$ cat config.mk
export PLATFORM = sky130hd
export DESIGN_NAME = alu_op_sequencer
export DESIGN_NICKNAME = d
export VERILOG_FILES = /design/src/rtl/alu_op_sequencer.sv
export SDC_FILE = /design/constraint.sdc
export NUM_CORES = 1
export LEC_CHECK = 0
export CORE_MARGIN = 3
export CORE_UTILIZATION = 45
export DETAILED_ROUTE_END_ITERATION = 10
export PLACE_DENSITY = 0.71
export REMOVE_ABC_BUFFERS = 1
export SLEW_MARGIN = 40
export SYNTH_ARGS = -nofsm -noshare
export SYNTH_HDL_FRONTEND = slang
export SYNTH_SLANG_ARGS = --single-unit
$ cat constraint.sdc
create_clock -name clk -period 4.4 [get_ports clk]
set_input_delay 0.88 -clock clk [delete_from_list [all_inputs] [get_ports clk]]
set_output_delay 0.88 -clock clk [all_outputs]
set_load 0.005 [all_outputs]
$ cat src/rtl/alu_op_sequencer.sv
`default_nettype none
// ============================================================================
// Module   : alu_op_sequencer
// Brief    : Runs a small (op, B) program back-to-back through an external
//            combinational ALU, using an 8-bit accumulator as operand A.
// Revision : 1.0
// ============================================================================
module alu_op_sequencer #(
    parameter int DEPTH  = 8,
    parameter int ADDR_W = 3
) (
    input  logic              clk,
    input  logic              rst,
    input  logic              prog_we,
    input  logic [ADDR_W-1:0] prog_addr,
    input  logic [2:0]        prog_op,
    input  logic [7:0]        prog_b,
    input  logic [7:0]        init_a,
    input  logic [3:0]        len,
    input  logic              start,
    output logic [7:0]        alu_a,
    output logic [7:0]        alu_b,
    output logic [2:0]        alu_op,
    input  logic [7:0]        alu_out,
    output logic              busy,
    output logic              done,
    output logic              err,
    output logic [7:0]        result,
    output logic              step_valid,
    output logic [ADDR_W-1:0] step_idx
);

    typedef enum logic [1:0] {
        S_IDLE = 2'd0,
        S_EXEC = 2'd1,
        S_DONE = 2'd2
    } state_t;

    localparam logic [3:0] C_DEPTH   = 4'(DEPTH);
    localparam logic [2:0] C_OP_ILL  = 3'b111;

    state_t            r_state;
    state_t            w_state_nxt;
    logic [2:0]        r_slot_op [DEPTH];
    logic [7:0]        r_slot_b  [DEPTH];
    logic [7:0]        r_acc;
    logic [ADDR_W-1:0] r_pc;
    logic [3:0]        r_len;
    logic              r_err;

    logic [2:0]        w_cur_op;
    logic              w_illegal;
    logic              w_last;
    logic [3:0]        w_len_clamp;

    assign w_cur_op    = r_slot_op[r_pc];
    assign w_illegal   = (w_cur_op == C_OP_ILL);
    assign w_last      = (4'(r_pc) == (r_len - 4'd1));
    assign w_len_clamp = (len > C_DEPTH) ? C_DEPTH : len;

    always_ff @(posedge clk) begin
        if (rst) begin
            r_state <= S_IDLE;
        end else begin
            r_state <= w_state_nxt;
        end
    end

    always_comb begin
        w_state_nxt = r_state;
        case (r_state)
            S_IDLE: begin
                if (start) begin
                    w_state_nxt = (w_len_clamp == 4'd0) ? S_DONE : S_EXEC;
                end
            end
            S_EXEC: begin
                if (w_illegal || w_last) begin
                    w_state_nxt = S_DONE;
                end
            end
            S_DONE:  w_state_nxt = S_IDLE;
            default: w_state_nxt = S_IDLE;
        endcase
    end

    // Program writes land before a same-cycle start, so the run sees them.
    always_ff @(posedge clk) begin
        if (rst) begin
            r_acc <= 8'h00;
            r_pc  <= '0;
            r_len <= 4'd0;
            r_err <= 1'b0;
            for (int i = 0; i < DEPTH; i++) begin
                r_slot_op[i] <= 3'b000;
                r_slot_b[i]  <= 8'h00;
            end
        end else begin
            case (r_state)
                S_IDLE: begin
                    if (prog_we) begin
                        r_slot_op[prog_addr] <= prog_op;
                        r_slot_b[prog_addr]  <= prog_b;
                    end
                    if (start) begin
                        r_acc <= init_a;
                        r_pc  <= '0;
                        r_err <= 1'b0;
                        r_len <= w_len_clamp;
                    end
                end
                S_EXEC: begin
                    if (w_illegal) begin
                        r_err <= 1'b1;
                    end else begin
                        r_acc <= alu_out;
                        if (!w_last) begin
                            r_pc <= r_pc + 1'b1;
                        end
                    end
                end
                default: ;
            endcase
        end
    end

    assign alu_a      = r_acc;
    assign alu_b      = r_slot_b[r_pc];
    assign alu_op     = w_cur_op;
    assign busy       = (r_state == S_EXEC);
    assign step_valid = (r_state == S_EXEC);
    assign done       = (r_state == S_DONE);
    assign err        = r_err;
    assign result     = r_acc;
    assign step_idx   = r_pc;

endmodule
`default_nettype wire

## After elaboration in Yosys (flattened, before gate mapping)

Memory sizes are Yosys's and may differ from the RTL's. A register that Yosys moved wholly into a read port is not among the register bits.
Cells that the tools add are included.

- Register bits: 18
- Bits in writable memories: 88
- Logic and storage cells: 61
- Memories: 2

- $add $sub $neg: 2
- Order comparisons: 1
- Equality and inequality tests: 9
- Multiplexer cells: 31
- Reduce and logical (&&, ||, !) cells: 11

Memory list:

| name | words | bits a word | rd ports | clocked after memory_dff | wr ports | line | text |
|---|---|---|---|---|---|---|---|
| r_slot_b | 8 | 8 | 1 | 1 | 8 | 45 | `logic [7:0] r_slot_b [DEPTH];` |
| r_slot_op | 8 | 3 | 1 | 1 | 8 | 44 | `logic [2:0] r_slot_op [DEPTH];` |

Operator list:

| kind | count |
|---|---|
| 3-bit 2-to-1 mux | 10 |
| 8-bit 2-to-1 mux | 3 |
| 8-bit case mux with 2 select lines | 1 |
| 1-bit 2-to-1 mux | 10 |
| 8-bit OR reduction | 1 |
| 2-bit 2-to-1 mux | 3 |
| 2-bit inequality test, second input constant | 3 |
| 3-bit case mux with 2 select lines | 1 |
| 3-bit AND reduction | 2 |
| 3-bit by 4-bit == test with 1-bit output | 1 |
| 4-bit > comparator, second input constant | 1 |
| 4-bit zero test | 1 |
| 4-bit 2-to-1 mux | 1 |
| 2-bit by 1-bit inequality test with 1-bit output, second input constant | 2 |
| 2-bit case mux with 2 select lines | 1 |
| 2-bit AND reduction | 2 |
| 4-bit AND reduction | 1 |
| 4-bit by 1-bit subtractor with 4-bit output, second input constant | 1 |
| 3-bit by 1-bit adder with 3-bit output, second input constant | 1 |
| 3-bit == test, second input constant | 1 |
| 3-bit OR reduction | 1 |
| 2-bit by 1-bit == test with 1-bit output, second input constant | 1 |
| 2-bit == test, second input constant | 1 |
| 2-bit zero test | 1 |
| other kinds (3) | 3 |

## Logic depth before layout (Yosys ltp)

Gate-level depths: netlist (run 1).

- Depth after elaboration: 7
- Gate-level depth with buffers: 8
- Depth with buffers taken out: 7

## Worst setup path before layout (run 1)

OpenSTA, ideal clock, no wires.

- Path kind: reg-to-output
- Start point: register with a tool-made name
- End point: output alu_b[0]
- Arrival: 1.919 ns
- Setup slack: 1.601 ns
- Stages on the path, launching flop included: 5
- Path through: dfxtp_1 > buf_6 > buf_1 > mux4_2 > mux2_2

RTL lines:

| item | line | text |
|---|---|---|
| end: declaration | 22 | `output logic [7:0] alu_b,` |

==> flow_metrics.py, run 1 <==
metrics = {
    "drt": {
        "wl_per_cell_um": 20.3,
        "drcViolationCount": 0,
        "drt_wl_total_mm": 12.0,
        "dr.pass1.iters": 5,
        "vias": 3276,
        "antenna_left": 0,
        "via_per_inst": 5.54,
        "drt_iter0_drc": 315,
    },
    "global_route": {
        "grt_first_pass_wirelength_mm": 18.8,
        "grt_pass1_vias": 3355,
        "grt_overflow": 0,
        "antenna_found_initial": 0,
        "track_usage_pct": 19.4,
        "grt_max_degree": 30,
    },
    "sta": {
        "fin_crit_ns": 3.67,
        "worst_clock_skew_ns": 0.00709,
        "fin_setup_tns_ns": 0,
        "finalSetupViolations": 0,
        "maxSlewViolCount": 0,
        "fin_crit_sh_pct": 83.4,
        "grt_setup_unrepaired": "no",
        "worstMarginPinSlew_ns": 0.774,
        "fmax_mhz": 273,
        "hold_viol": 0,
        "relSlewSlack_pct": 47.7,
    },
    "yosys": {
        "synth_top_cell_area_share_pct": 51.8,
        "yosysSeqAreaShare_pct": 60.1,
        "yosysWarningCount": 0,
        "syn_avg_cell_area_um2": 13.2,
        "synth_area_um2": 5100,
        "yosysTopAreaCell": "edfxtp_1",
        "yosys-top-cells-area": "edfxtp_1 52%, and2_1 11%, mux4_2 8.4%, dfxtp_1 8.2%, a21oi_1 2.6%",
        "synthDistinctLibCells": 36,
        "synth-seq-cells": 109,
        "synthCells": 385,
    },
    "flow_run": {
        "cap_violations": 0,
    },
    "worst_setup_path": {
        "worstSetupPathType": "reg2out",
        "required_ns": 3.52,
        "cp.arrival_ns": 2.79,
        "crit_path_max_fanout": 12,
        "cp-end-kind": "output port",
        "start_kind": "flip-flop",
    },
    "clock_network": {
        "numClockSinks": 109,
        "root_buffer": "clkbuf_16",
        "clk_latency_ns": 0.34,
        "postCtsSetupRepairBufs": 0,
        "cts_resized": 0,
        "clk_path_buf_depth": 2,
        "htree_levels": 3,
        "clk_pin_slew_ns": 0.07,
        "holdBufCountCts": 0,
        "cts_tree": "yes",
        "cts_buffers": 9,
    },
    "power_and_ir_drop": {
        "swShare_pct": 23.1,
        "combPwrFrac_pct": 12.6,
        "p_int_w": 0.00169,
        "p_clk_share_pct": 33.3,
        "power_frac_seq_pct": 54.1,
        "power_density_nw_per_um2": 356,
        "ir_worst_vdd_mv": 0.204,
        "switchingPower_w": 0.000508,
        "total_leakage_power_nw": 2.20,
    },
    "cells_and_area": {
        "layout_common_cells": "88 x and2_1, 88 x edfxtp_1, 71 x clkdlybuf4s50_1",
        "nets": 488,
        "drive_gt1_share_pct": 15.5,
        "fillers": 921,
        "fin_area_um2": 6190,
        "n_antenna_cell": 0,
        "syn_to_final_growth_pct": 21.3,
    },
    "die": {
        "die_w_um": 112,
        "start_util_pct": 46.6,
        "core_area_um2": 10900,
        "dieArea_um2": 12600,
        "die_height_um": 112,
        "row_count": 38,
        "ios": 72,
    },
    "placement": {
        "portBuffers": 71,
        "gp_congestion": 0.840,
        "dp_hpwl_mm": 8.11,
        "placed_area_um2": 5920,
    },
    "hold_path": {
        "hold_path.class": "reg2reg",
    },
    "outcome": {
        "status": "completed",
    },
}
## through the flow
stage | power (W) | cells | util (%) | hold slack, ns | setup slack (ns)
after detailed placement | 0.00149 | 577 | 54.2 | 0.448 | 1.04
after global placement | 0.00148 | 577 | 54.1 | 0.439 | 1.08
after global routing | 0.00228 | 591 | 56.6 | 0.494 | 0.566
after floorplan | 0.00133 | 353 | - | 0.440 | 1.38
final | 0.00220 | 591 | 56.6 | 0.455 | 0.732
after CTS | 0.00222 | 591 | 56.6 | 0.458 | 0.666
## final timing paths
path                            slack (ns)       from   endpoint  cells after the start
worst min-delay path                  0.46        err        err                      2
worst max register to register        1.47  flip-flop  flip-flop                      5
worst max-delay path                  0.73  flip-flop   alu_b[1]                      4
worst min register to register        0.46        err        err                      2
## layout make-up
class | count | area (um2) | area share, %
repair buffers | 84 | 808 | 13.1
clock inverters | 5 | 38.8 | 0.627
clock buffers | 9 | 225 | 3.64
flip-flops and latches | 109 | 3060 | 49.5
inverters | 3 | 11.3 | 0.182
multi-input cells | 241 | 1860 | 30.1
well taps | 140 | 175 | 2.83
## Yosys cell counts (all sizes together)
master / n
clkbuf: 17
nand2: 34
o211ai: 3
nor3b: 1
mux2: 11
or4b: 1
nor3: 3
o21ba: 1
nor4: 2
ha: 2
a311oi: 1
buf: 15
a21oi: 26
dfxtp: 21
edfxtp: 88
nand2b: 3
or3: 2
a31oi: 10
or3b: 1
and3: 1
inv: 3
nor4b: 1
nor2: 9
or2: 8
xor2: 1
xnor2: 4
mux4: 22
o41ai: 1
nand3b: 4
and2: 88
nor2b: 1
## state kept, by name, summed over array words and instances, names as in the netlist, named ones only
name / count
r_slot_b: 64
r_slot_op: 24
alu_a: 8
r_len: 4
step_idx: 3
r_state: 2
err: 1
## cell families after synthesis
logic type               after synthesis  share of synthesized area, %
AO/OA/AOI/OAI                         42                          4.88
XOR/XNOR                               5                         0.859
adder cells (fa/ha/maj)                2                         0.491
buffers and inverters                 35                          3.58
flip-flops                           109                          60.1
multiplexers                          33                          12.4
AND/OR/NAND/NOR                      159                          17.7
## power groups by stage
stage / clock network, W / logic [W] / registers, W
after floorplan: 0 / 0.000124 / 0.00121
after global placement: 0 / 0.000272 / 0.00121
after detailed placement: 0 / 0.000278 / 0.00121
after CTS: 0.000745 / 0.000279 / 0.00119
after global routing: 0.000785 / 0.000299 / 0.00120
final: 0.000732 / 0.000277 / 0.00119
## metal layers
layer | routed length (um) | up-vias | track usage [%]
met5 | 0 | - | 0
met4 | 154 | 0 | 5.05
met3 | 691 | 10 | 4.26
met2 | 5960 | 118 | 32.8
met1 | 5180 | 1638 | 25.6
li1 | - | 1510 | -
## critical path, stage by stage (launching register included)
cell	delay (ns)
dfxtp_1	0.72
buf_4	0.40
mux4_1	0.59
mux2_2	0.29
clkdlybuf4s50_1	0.45
Note: power is estimated with default switching activity, not from simulation.
==> inputs of run 2 (changes only) <==
Settings changed: PLACE_DENSITY 0.71 to 0.73.
Clock period 4.4 ns to 3.1 ns, I/O delays scaled along.
==> run 2 against run 1 <==
Net effect:
- global-route usage is 1.2 points lower
- clock power increased by 56%
- highest routed layer unchanged
- combinational power increased by 44%
- largest power group unchanged
==> flow_metrics.py, run 2 (synthesis results as in run 1) <==
metrics = {
    "outcome": {
        "status": "completed",
    },
    "clock_network": {
        "numClockSinks": 109,
        "clk_pin_slew_ns": 0.07,
        "cts_resized": 0,
        "cts_tree": "yes",
        "htree_levels": 3,
        "clk_path_buf_depth": 2,
        "holdBufCountCts": 0,
        "clk_latency_ns": 0.34,
        "root_buffer": "clkbuf_16",
        "postCtsSetupRepairBufs": 0,
        "cts_buffers": 9,
    },
    "cells_and_area": {
        "fillers": 897,
        "nets": 491,
        "largest_register_ffs": 64,
        "fin_cells": 596,
        "layout_common_cells": "88 x and2_1, 88 x edfxtp_1, 71 x clkdlybuf4s50_1",
        "drive_gt1_share_pct": 15.6,
        "syn_to_final_growth_pct": 22.4,
        "top_register": "r_slot_b",
        "n_antenna_cell": 0,
    },
    "sta": {
        "fmax_mhz": 344,
        "relSlewSlack_pct": 51.3,
        "grt_setup_unrepaired": "no",
        "fin_crit_sh_pct": 93.7,
        "worst_clock_skew_ns": 0.00726,
        "maxSlewViolCount": 0,
        "fin_setup_tns_ns": 0,
        "fin_crit_ns": 2.91,
        "hold_viol": 0,
        "fin_ws_ns": 0.195,
        "finalSetupViolations": 0,
        "worstMarginPinSlew_ns": 0.721,
        "holdWs_ns": 0.452,
    },
    "die": {
        "die_w_um": 112,
        "start_util_pct": 46.6,
        "core_area_um2": 10900,
        "dieArea_um2": 12600,
        "row_count": 38,
        "die_height_um": 112,
        "ios": 72,
    },
    "power_and_ir_drop": {
        "power_density_nw_per_um2": 516,
        "total_leakage_power_nw": 2.23,
        "ir_worst_vdd_mv": 0.345,
        "power_w": 0.00322,
    },
    "worst_setup_path": {
        "cp_cell_sequence": "buf_12 -> mux4_1 -> mux2_2 -> clkdlybuf4s50_1",
        "rr_worst_depth": 6,
        "worstSetupPathType": "reg2out",
        "cp-end-kind": "output port",
        "required_ns": 2.48,
        "crit_slowest_cell": "mux4_1",
        "r2r-end": "step_idx[2]",
        "slowest_delay_ns": 0.57,
        "cp.arrival_ns": 2.29,
        "crit_path_max_fanout": 21,
        "regToRegSetupSlack_ns": 0.43,
        "start_kind": "flip-flop",
    },
    "placement": {
        "dp_hpwl_mm": 7.63,
        "gp_congestion": 0.790,
        "place_inst": 580,
        "dp_slack_ns": 0.251,
        "portBuffers": 71,
    },
    "hold_path": {
        "min_to": "err",
        "holdPathStages": 2,
        "hold_path.class": "reg2reg",
        "min_from": "err",
    },
    "global_route": {
        "antenna_found_initial": 0,
        "track_usage_pct": 18.2,
        "grt_overflow": 0,
        "grt_pass1_vias": 3317,
        "grt_use_met3_pct": 3.88,
        "use_met1_pct": 23.8,
        "gr-usage-met2_pct": 30.5,
        "grt_most_used_layer": "met2",
        "grt_max_degree": 30,
        "grt_first_pass_wirelength_mm": 17.8,
    },
    "drt": {
        "via_per_inst": 5.45,
        "drt_wl_total_mm": 11.2,
        "vias": 3247,
        "wl_per_cell_um": 18.8,
        "drt_iter0_drc": 246,
        "antenna_left": 0,
        "drcViolationCount": 0,
        "dr.pass1.iters": 4,
    },
    "flow_run": {
        "cap_violations": 0,
    },
}
==> run 2: cell count changes in the layout (fill, tap and decap cells not counted) <==
cell / previous run / this run
buf_4: 13 / 15
clkbuf_1: 0 / 2
buf_12: 0 / 1
bufinv_16: 0 / 1
clkinv_2: 0 / 1
clkinv_4: 2 / 1
clkinvlp_2: 1 / 0
nor2_1: 8 / 9
nor2_2: 1 / 0
o41ai_1: 0 / 1
o41ai_2: 1 / 0
==> run 2: worst max-delay path: cells and delay by family (launching register included) <==
kind	cells	cell delay (ns)
buf+inv	2	0.69
mux	2	0.88
flops	1	0.37
==> run 2: final cells by class <==
| class | instances | area (um2) | share of cell area, % |
|---|---|---|---|
| multi-input cells | 241 | 1850 | 29.7 |
| flip-flops and latches | 109 | 3060 | 49.1 |
| clock inverters | 5 | 60.1 | 0.963 |
| clock buffers | 11 | 233 | 3.73 |
| repair buffers | 87 | 843 | 13.5 |
| inverters | 3 | 11.3 | 0.180 |
| well taps | 140 | 175 | 2.81 |
==> run 2: layer usage <==
| metal | up-vias | wire length, um | share of wire (%) |
|---|---|---|---|
| met4 | 0 | 198 | 1.8 |
| met5 | - | 0 | 0 |
| met2 | 104 | 5530 | 49 |
| li1 | 1517 | - | - |
| met3 | 16 | 555 | 4.9 |
| met1 | 1610 | 4940 | 44 |
==> run 2: report_power, final <==
group	total, W	internal [W]	switching, W	leakage (nW)
Clock	0.00114	0.000630	0.000508	0.140
Sequential	0.00168	0.00165	0.0000354	1.08
Combinational	0.000398	0.000219	0.000179	1.01
==> run 2: worst max path at each step <==
stage               startpoint        endpoint  slack [ns]  cells after the start
floorplan            flip-flop       flip-flop        0.08                      5
detailed placement         rst  r_slot_b[1][6]        0.25                      5
finish               flip-flop       alu_op[2]        0.19                      4
global route         flip-flop       alu_op[2]        0.11                      4
CTS                  flip-flop       alu_op[2]        0.16                      4
global placement           rst  r_slot_b[1][2]        0.33                      5
==> run 2: metrics by stage <==
stage / utilization, % / cell area (um2)
5_1_grt: 57.1 / 6240
3_3_place_gp: 54.4 / 5950
2_1_floorplan: - / 4930
4_1_cts: 57.1 / 6240
6_report: 57.1 / 6240
3_5_place_dp: 54.4 / 5950
